===== src/rtl/timer_ahb_sequencer.sv =====
// AHB-Lite master that programs timer_8bit behind the AHB-to-APB bridge, then
// polls TSR for overflows and clears each one until the requested count is met.
module timer_ahb_sequencer #(
   parameter logic [31:0] BASE_ADDR = 32'hC010_0000,
   parameter logic [3:0]  OFS_TCR   = 4'h1,
   parameter logic [3:0]  OFS_TSR   = 4'h2,
   parameter logic [3:0]  OFS_MAX   = 4'h5,
   parameter logic [3:0]  OFS_MIN   = 4'h6,
   parameter int unsigned POLL_GAP  = 16,
   parameter logic [7:0]  MAX_POLLS = 8'd255
) (
   input  logic        HCLK,
   input  logic        HRESET,
   input  logic        start,
   input  logic [7:0]  cfg_tcr,
   input  logic [7:0]  cfg_max,
   input  logic [7:0]  cfg_min,
   input  logic [7:0]  ovf_target,
   output logic        HSEL,
   output logic [31:0] HADDR,
   output logic [1:0]  HTRANS,
   output logic        HWRITE,
   output logic [2:0]  HSIZE,
   output logic [31:0] HWDATA,
   output logic        HREADYIN,
   input  logic        HREADYOUT,
   input  logic [7:0]  HRDATA,
   input  logic        HRESP,
   output logic        busy,
   output logic        done,
   output logic        error,
   output logic [1:0]  err_code,
   output logic [7:0]  ovf_cnt,
   output logic [7:0]  last_tsr,
   output logic [2:0]  dbg_state_o
);

   typedef enum logic [2:0] {S_IDLE, S_ADDR, S_DATA, S_GAP, S_DONE, S_ERR} state_t;
   typedef enum logic [2:0] {OP_W_TCR, OP_W_MAX, OP_W_MIN, OP_R_TSR, OP_W_CLR} op_t;

   localparam int GAP_W = (POLL_GAP > 1) ? $clog2(POLL_GAP) : 1;
   localparam logic [GAP_W-1:0] GAP_LAST = GAP_W'(POLL_GAP - 1);

   state_t           state_q, state_d;
   op_t              op_q, op_d;
   logic [7:0]       tcr_q, tcr_d, max_q, max_d, min_q, min_d, tgt_q, tgt_d;
   logic [7:0]       ovf_q, ovf_d, poll_q, poll_d, last_q, last_d;
   logic [GAP_W-1:0] gap_q, gap_d;
   logic             error_q, error_d;
   logic [1:0]       code_q, code_d;
   logic [3:0]       ofs;
   logic [7:0]       wbyte;
   logic             on_bus;

   // Handshake: ADDR holds NONSEQ and the address until an edge with HREADYOUT=1;
   // DATA then waits for the next such edge, where HRESP/HRDATA are sampled.
   always_comb begin
      ofs   = OFS_TSR;
      wbyte = 8'h00;
      case (op_q)
         OP_W_TCR: begin ofs = OFS_TCR; wbyte = tcr_q; end
         OP_W_MAX: begin ofs = OFS_MAX; wbyte = max_q; end
         OP_W_MIN: begin ofs = OFS_MIN; wbyte = min_q; end
         default:  ;
      endcase
   end

   always_comb begin
      state_d = state_q;
      op_d    = op_q;
      tcr_d   = tcr_q;
      max_d   = max_q;
      min_d   = min_q;
      tgt_d   = tgt_q;
      ovf_d   = ovf_q;
      poll_d  = poll_q;
      last_d  = last_q;
      gap_d   = '0;
      error_d = error_q;
      code_d  = code_q;
      case (state_q)
         S_IDLE: if (start) begin
            tcr_d   = cfg_tcr;
            max_d   = cfg_max;
            min_d   = cfg_min;
            tgt_d   = ovf_target;
            ovf_d   = 8'h00;
            poll_d  = 8'h00;
            error_d = 1'b0;
            code_d  = 2'd0;
            op_d    = OP_W_TCR;
            state_d = S_ADDR;
         end
         S_ADDR: if (HREADYOUT) state_d = S_DATA;
         S_DATA: if (HREADYOUT) begin
            if (HRESP) begin
               state_d = S_ERR;
               error_d = 1'b1;
               code_d  = 2'd1;
            end else begin
               case (op_q)
                  OP_W_TCR: begin op_d = OP_W_MAX; state_d = S_ADDR; end
                  OP_W_MAX: begin op_d = OP_W_MIN; state_d = S_ADDR; end
                  OP_W_MIN: state_d = (tgt_q == 8'h00) ? S_DONE : S_GAP;
                  OP_R_TSR: begin
                     last_d = HRDATA;
                     if (HRDATA[0]) begin
                        op_d    = OP_W_CLR;
                        poll_d  = 8'h00;
                        state_d = S_ADDR;
                     end else begin
                        poll_d = poll_q + 8'd1;
                        if (poll_q + 8'd1 == MAX_POLLS) begin
                           state_d = S_ERR;
                           error_d = 1'b1;
                           code_d  = 2'd2;
                        end else begin
                           state_d = S_GAP;
                        end
                     end
                  end
                  OP_W_CLR: begin
                     ovf_d   = ovf_q + 8'd1;
                     state_d = (ovf_q + 8'd1 == tgt_q) ? S_DONE : S_GAP;
                  end
                  default: state_d = S_IDLE;
               endcase
            end
         end
         S_GAP: begin
            if (gap_q == GAP_LAST) begin
               op_d    = OP_R_TSR;
               state_d = S_ADDR;
            end else begin
               gap_d = gap_q + 1'b1;
            end
         end
         S_DONE:  state_d = S_IDLE;
         S_ERR:   state_d = S_IDLE;
         default: state_d = S_IDLE;
      endcase
   end

   always_ff @(posedge HCLK) begin
      if (HRESET) begin
         state_q <= S_IDLE;
         op_q    <= OP_W_TCR;
         tcr_q   <= 8'h00;
         max_q   <= 8'h00;
         min_q   <= 8'h00;
         tgt_q   <= 8'h00;
         ovf_q   <= 8'h00;
         poll_q  <= 8'h00;
         last_q  <= 8'h00;
         gap_q   <= '0;
         error_q <= 1'b0;
         code_q  <= 2'd0;
      end else begin
         state_q <= state_d;
         op_q    <= op_d;
         tcr_q   <= tcr_d;
         max_q   <= max_d;
         min_q   <= min_d;
         tgt_q   <= tgt_d;
         ovf_q   <= ovf_d;
         poll_q  <= poll_d;
         last_q  <= last_d;
         gap_q   <= gap_d;
         error_q <= error_d;
         code_q  <= code_d;
      end
   end

   assign on_bus      = (state_q == S_ADDR) || (state_q == S_DATA);
   assign HSEL        = on_bus;
   assign HADDR       = on_bus ? (BASE_ADDR + {28'h0, ofs}) : 32'h0;
   assign HTRANS      = (state_q == S_ADDR) ? 2'b10 : 2'b00;
   assign HWRITE      = on_bus && (op_q != OP_R_TSR);
   assign HWDATA      = ((state_q == S_DATA) && (op_q != OP_R_TSR)) ? {24'h0, wbyte} : 32'h0;
   assign HSIZE       = 3'b010;
   assign HREADYIN    = 1'b1;
   assign busy        = on_bus || (state_q == S_GAP);
   assign done        = (state_q == S_DONE);
   assign error       = error_q;
   assign err_code    = code_q;
   assign ovf_cnt     = ovf_q;
   assign last_tsr    = last_q;
   assign dbg_state_o = state_q;

endmodule

===== config.mk =====
export PLATFORM = sky130hd
export DESIGN_NAME = timer_ahb_sequencer
export DESIGN_NICKNAME = d
export VERILOG_FILES = /design/src/rtl/timer_ahb_sequencer.sv
export SDC_FILE = /design/constraint.sdc
export NUM_CORES = 1
export LEC_CHECK = 0
export CAP_MARGIN = 20
export CORE_AREA = 3 3 117 91
export CTS_BUF_LIST = sky130_fd_sc_hd__clkbuf_4 sky130_fd_sc_hd__clkbuf_8
export DETAILED_ROUTE_END_ITERATION = 6
export DIE_AREA = 0 0 120 94
export GPL_TIMING_DRIVEN = 0
export PLACE_DENSITY = 0.78
export SYNTH_ARGS = -nofsm -noshare
export SYNTH_HDL_FRONTEND = slang
export SYNTH_SLANG_ARGS = --single-unit

===== constraint.sdc =====
create_clock -name HCLK -period 2.1 [get_ports HCLK]
set_clock_uncertainty 0.2 [all_clocks]
set_input_delay 0.21 -clock HCLK [delete_from_list [all_inputs] [get_ports HCLK]]
set_output_delay 0.21 -clock HCLK [all_outputs]
set_load 0.01 [all_outputs]

Word-level counts from Yosys, hierarchy flattened
Index checks and enable logic that the tools add are counted.
{"block": "op_classes", "muxes": 47, "bitwise": 2, "eq_ne": 24, "addsub": 4, "n_reduce_logical": 18}
{"cell": "2-to-1 mux 8 bit", "n": 9}
{"cell": "2-to-1 mux 3 bit", "n": 14}
{"cell": "adder 31 x 5 -> 32 bit, first input constant", "n": 1}
{"cell": "2-to-1 mux 32 bit", "n": 1}
{"cell": "one-hot mux 8 bit (2 select lines)", "n": 2}
{"cell": "one-hot mux 3 bit (3 select lines)", "n": 3}
{"cell": "one-hot mux 3 bit (4 select lines)", "n": 2}
{"cell": "one-hot mux 8 bit (3 select lines)", "n": 1}
{"cell": "adder 8 x 1 -> 8 bit, second input constant", "n": 2}
{"cell": "2-to-1 mux 2 bit", "n": 7}
{"cell": "== test 3 x 2 -> 1 bit, second input constant", "n": 4}
{"cell": "!= test 2 bit, second input constant", "n": 5}
{"cell": "AND reduction 5 bit", "n": 2}
{"cell": "!= test 3 bit, second input constant", "n": 3}
{"cell": "== test 8 bit", "n": 1}
{"cell": "== test 8 bit, second input constant", "n": 1}
{"cell": "logical NOT 8 bit", "n": 1}
{"cell": "AND reduction 4 bit", "n": 2}
{"cell": "AND reduction 7 bit", "n": 1}
{"cell": "== test 3 x 1 -> 1 bit, second input constant", "n": 2}
{"cell": "== test 3 bit, second input constant", "n": 2}
{"cell": "logical NOT 3 bit", "n": 2}
{"cell": "2-to-1 mux 1 bit", "n": 6}
{"cell": "!= test 3 x 2 -> 1 bit, second input constant", "n": 2}
{"cell": "15 further kinds", "n": 19}
{"block": "totals", "register_bits": 69, "out_inout_bits": 96, "elab_cells": 107}

Depth between registers and ports, before layout
{"block": "logic_depth", "word_depth": 8, "mapped_depth": 7, "mapped_depth_nobuf": 6}

Least setup slack after synthesis
OpenSTA, ideal clock, no wires.
{"block": "synth_path", "kind": "register -> register", "from": "register ovf_q[0], in the netlist ovf_cnt[0]", "to": "register state_q[2], in the netlist dbg_state_o[2]", "synth_period_minus_slack_ns": 2.099, "setup_time_ns": 0.103, "path_stages_with_launch": 7, "arrival_time_ns": 1.795, "required_ns": 1.797, "path_slack_ns": 0.001, "path_buffers": 0, "path_cell_list": "dfxtp_1 ha_1 nor2b_1 o31a_1 a211oi_2 a41oi_1 a2111oi_2"}
{"block": "synth_via", "elab_chain_len": 7}
{"element": "start: declaration", "line_no": "47", "rtl": "logic [7:0] ovf_q, ovf_d, poll_q, poll_d, last_q, last_d;"}
{"element": "start signal: assignment", "line_no": "165", "rtl": "ovf_q <= ovf_d;"}
{"element": "adder 8 x 1 -> 8 bit", "line_no": "124", "rtl": "state_d = (ovf_q + 8'd1 == tgt_q) ? S_DONE : S_GAP;"}
{"element": "== test 8 bit", "line_no": "124"}
{"element": "2-to-1 mux 3 bit", "line_no": "124"}
{"element": "one-hot mux 3 bit (4 select lines)", "line_no": "101", "rtl": "case (op_q)"}
{"element": "2-to-1 mux 3 bit", "line_no": "96", "rtl": "if (HRESP) begin"}
{"element": "2-to-1 mux 3 bit", "line_no": "95", "rtl": "S_DATA: if (HREADYOUT) begin"}
{"element": "one-hot mux 3 bit (4 select lines)", "line_no": "81", "rtl": "case (state_q)"}
{"element": "end signal: assignment", "line_no": "159", "rtl": "state_q <= state_d;"}
{"element": "end: declaration", "line_no": "44", "rtl": "state_t state_q, state_d;"}
Every way passes these cells. The select of a mux whose other input is x is not followed.
A chain may end at the register's enable or synchronous reset.

Worst setup path in the final report
{"block": "layout_path", "from": "register state_q[0], in the netlist dbg_state_o[0]", "to": "output HWDATA[5]"}
{"block": "layout_via", "elab_chain_len": 3}
{"element": "== test 3 x 2 -> 1 bit", "line_no": "179", "rtl": "assign HWDATA = ((state_q == S_DATA) && (op_q != OP_R_TSR)) ? {24'h0, wbyte} : 32'h0;"}
{"element": "logical AND 1 bit", "line_no": "179"}
{"element": "2-to-1 mux 8 bit", "line_no": "179"}
{"element": "end: declaration", "line_no": "24", "rtl": "output logic [31:0] HWDATA,"}
Every way passes these cells.

==> flow_summary_export.csv <==
group,metric,value,unit
drt,viasPerCell,5.05,
placed_design,place_ws,-540,ps
floorplan,dieArea,11300,µm²
grt,grt_overflow_total,0,
setup_path,crit_start,"dbg_state_o[0]",
clocking,cts_max_path_buffers,2,
setup_path,cp.required,1690,ps
setup_path,start_kind,"flop",
hold_path,holdPathStages,3,
layout,antenna_cells,0,
grt,grtUsageTotal,20.4,%
layout,drive_above_1_share,28.3,%
setup_path,worstSetupPathType,"flop to output pin",
drt,drc_errors,0,
timing,setup_violations,13,
synthesis,synth-seq-cells,69,
grt,grt_max_degree,13,
synthesis,synthTopCellsByCount,"79 x nand2_1, 73 x a21oi_1, 69 x dfxtp_1",
grt,grt_pass1_wl,18.7,mm
clocking,cts_root_buffer,"clkbuf_8",
synthesis,synth_most_common_cell,"nand2_1",
synthesis,avgSynthCellArea,7.70,µm²
synthesis,synth_cell_types,63,
timing,holdWs,202,ps
placed_design,place_congestion,0.923,
synthesis,ys_async_sr_fraction,0,%
outcome,status,"finished with violations",
hold_path,hold_start,"cfg_max[2]",
pwr,p_leak,2.54,nW
synthesis,synth-edff-count,0,
layout,fillers,778,
setup_path,critPathArrivalTime,1830,ps
pwr,peakVddDrop,339,µV
synthesis,synth_fa_ha_area_share,1.23,%
pwr,power,0.00317,W
synthesis,synthSimpleGateAreaFrac,26.2,%
floorplan,coreArea,9580,µm²
timing,min_period_over_period,107,%
timing,maxSlewViolCount,0,
timing,fmax,0.447,GHz
grt,grt_pass1_vias,3917,
floorplan,die_w,120,µm
clocking,clock-sinks,69,
grt,antenna_found_initial,0,
drt,drt_pass1_iterations,5,
outcome,violations,"setup timing",
synthesis,synth_cells,529,
drt,vias,4274,
job,max_cap_viol_count,0,
setup_path,r2r_cells,8,
synthesis,synth-xor-area-share,2.58,%
clocking,cts_buffers,9,
floorplan,io_pins,141,
drt,ant_nets,0,
timing,rsz0062_at_grt,"yes",
setup_path,path_max_fanout,6,
layout,area_growth,48.4,%
drt,wirelength,12.3,mm
clocking,clk_pin_slew,80,ps
synthesis,synth_mux_area_share,4.18,%
synthesis,synth.top_cells.by_area,"dfxtp_1 34%, buf_4 11%, a21oi_1 9.0%",
drt,wire_per_inst,14.6,µm
synthesis,synth-compound-area-share,17.4,%
synthesis,yosysWarnings,0,
hold_path,hold_path.class,"primary input to flop",
clocking,postCtsHoldBufs,0,
floorplan,initial_core_util,42.5,%
drt,drt_iter0_drc,335,
synthesis,seq_area_frac_synth,33.9,%
pwr,p_per_area,524,nW/µm²
timing,finalHoldViolations,0,
clocking,htree_levels,3,
synthesis,synth.cell_area,4070,µm²
synthesis,ys.flop_type,"dfxtp_1",
synthesis,synth_top_family_by_area,"simple AND/OR/NAND/NOR gates",
setup_path,worstSetupEndpointType,"output pin",
synthesis,yosys.area.top_type_share,33.9,%
placed_design,place.port_buffers,85,
timing,worst_slack,-138,ps
timing,slew_headroom,60.7,%
timing,period_needed,2240,ps
floorplan,die_h,94,µm
placed_design,dp_hpwl,8.42,mm
synthesis,synth_top_area_cell,"dfxtp_1",
timing,tightest_slew,589,ps
clocking,clock_latency,350,ps
floorplan,num_rows,31,
clocking,cts_tree,"built",
setup_path,r2r_start,"dbg_state_o[0]",
layout,nNetsFinal,758,
## layer usage
layer	GRT usage [%]	up-vias	routed length, µm	share of wire, %
met5	0	-	0	0
met4	6.86	0	267	2.2
met3	3.97	30	864	7.0
met2	34.7	195	5980	49
met1	25.9	1983	5210	42
li1	-	2066	-	-
## area by class of cell
type	count	area, µm²	area share (%)
clock buffers	10	138	2.28
well taps	132	165	2.73
plain buffers	83	621	10.3
clock inverters	6	86.3	1.43
multi-input cells	423	2520	41.7
repair buffers	115	1080	17.9
flip-flops and latches	69	1400	23.2
inverters	8	30.0	0.497
## cell families after synthesis
group	Yosys count
mux	17
other cells	2
flops	69
simple gates	213
compound gates	121
buf+inv	91
fa+ha+maj	4
xor+xnor	12
## where the power goes
part	leakage [nW]	internal (W)	switching, W
Sequential	0.567	0.00135	0.0000289
Combinational	1.86	0.000294	0.000288
Clock	0.112	0.000699	0.000514
## worst max-delay path, stage by stage, from the launching register on
cell	delay [ps]
dfxtp_4	350
buf_8	120
nor2_4	120
buf_12	120
nand2_4	50
a211o_4	370
buf_6	140
nor2_2	70
buf_2	140
## stage by stage
stage	area, µm²	cells	util [%]	TNS (ps)
final	6050	846	63.1	-945
after floorplan	4270	582	-	0
after CTS	5780	833	60.4	-751
after global placement	5290	799	55.2	-8980
after detailed placement	5290	799	55.2	-9940
after global routing	6050	846	63.1	-2780
## what timing repair did
item | in CTS | in global routing
gates resized for setup | 92 | 70
endpoints found under the setup margin | 31 | 45
pin swaps | 17 | 20
endpoints found under the hold margin | 0 | 0
buffers inserted | 18 | 13
cloned | 0 | 1
## worst paths after layout
path / slack [ps] / end
worst min register to register: 260 / gap_q[0]
worst max register to register: -80 / ovf_cnt[7]
worst min-delay path: 200 / max_q[2]
worst max-delay path: -140 / HWDATA[5]
## cell usage in the layout, fill, tap and decap left out, types with 3 or more instances in the layout
cell type / instances
or2_2: 4
o21ai_0: 18
buf_8: 3
nand2b_1: 5
nand2_1: 78
buf_2: 10
conb_1: 55
dfxtp_4: 4
nor2b_1: 8
mux2i_1: 17
xnor2_1: 6
clkbuf_2: 7
clkbuf_1: 7
buf_6: 16
a31oi_1: 4
clkdlybuf4s50_1: 66
xor2_1: 5
clkbuf_4: 3
or3_1: 5
a21oi_2: 7
buf_4: 80
dfxtp_1: 59
clkbuf_8: 10
nand3b_1: 5
nor2_4: 5
a21oi_1: 65
and2_1: 4
inv_1: 7
nand3_1: 14
nor2_1: 46
dfxtp_2: 6
nor2_2: 5
and3_1: 5
## flip-flops by register name (all words and copies together), names as in the netlist
signal,flops
last_tsr,8
op_q,3
tcr_q,8
tgt_q,8
poll_q,8
max_q,8
err_code,2
error,1
ovf_cnt,8
gap_q,4
dbg_state_o,3
min_q,8
No activity file was read; power rests on OpenSTA's default activity.
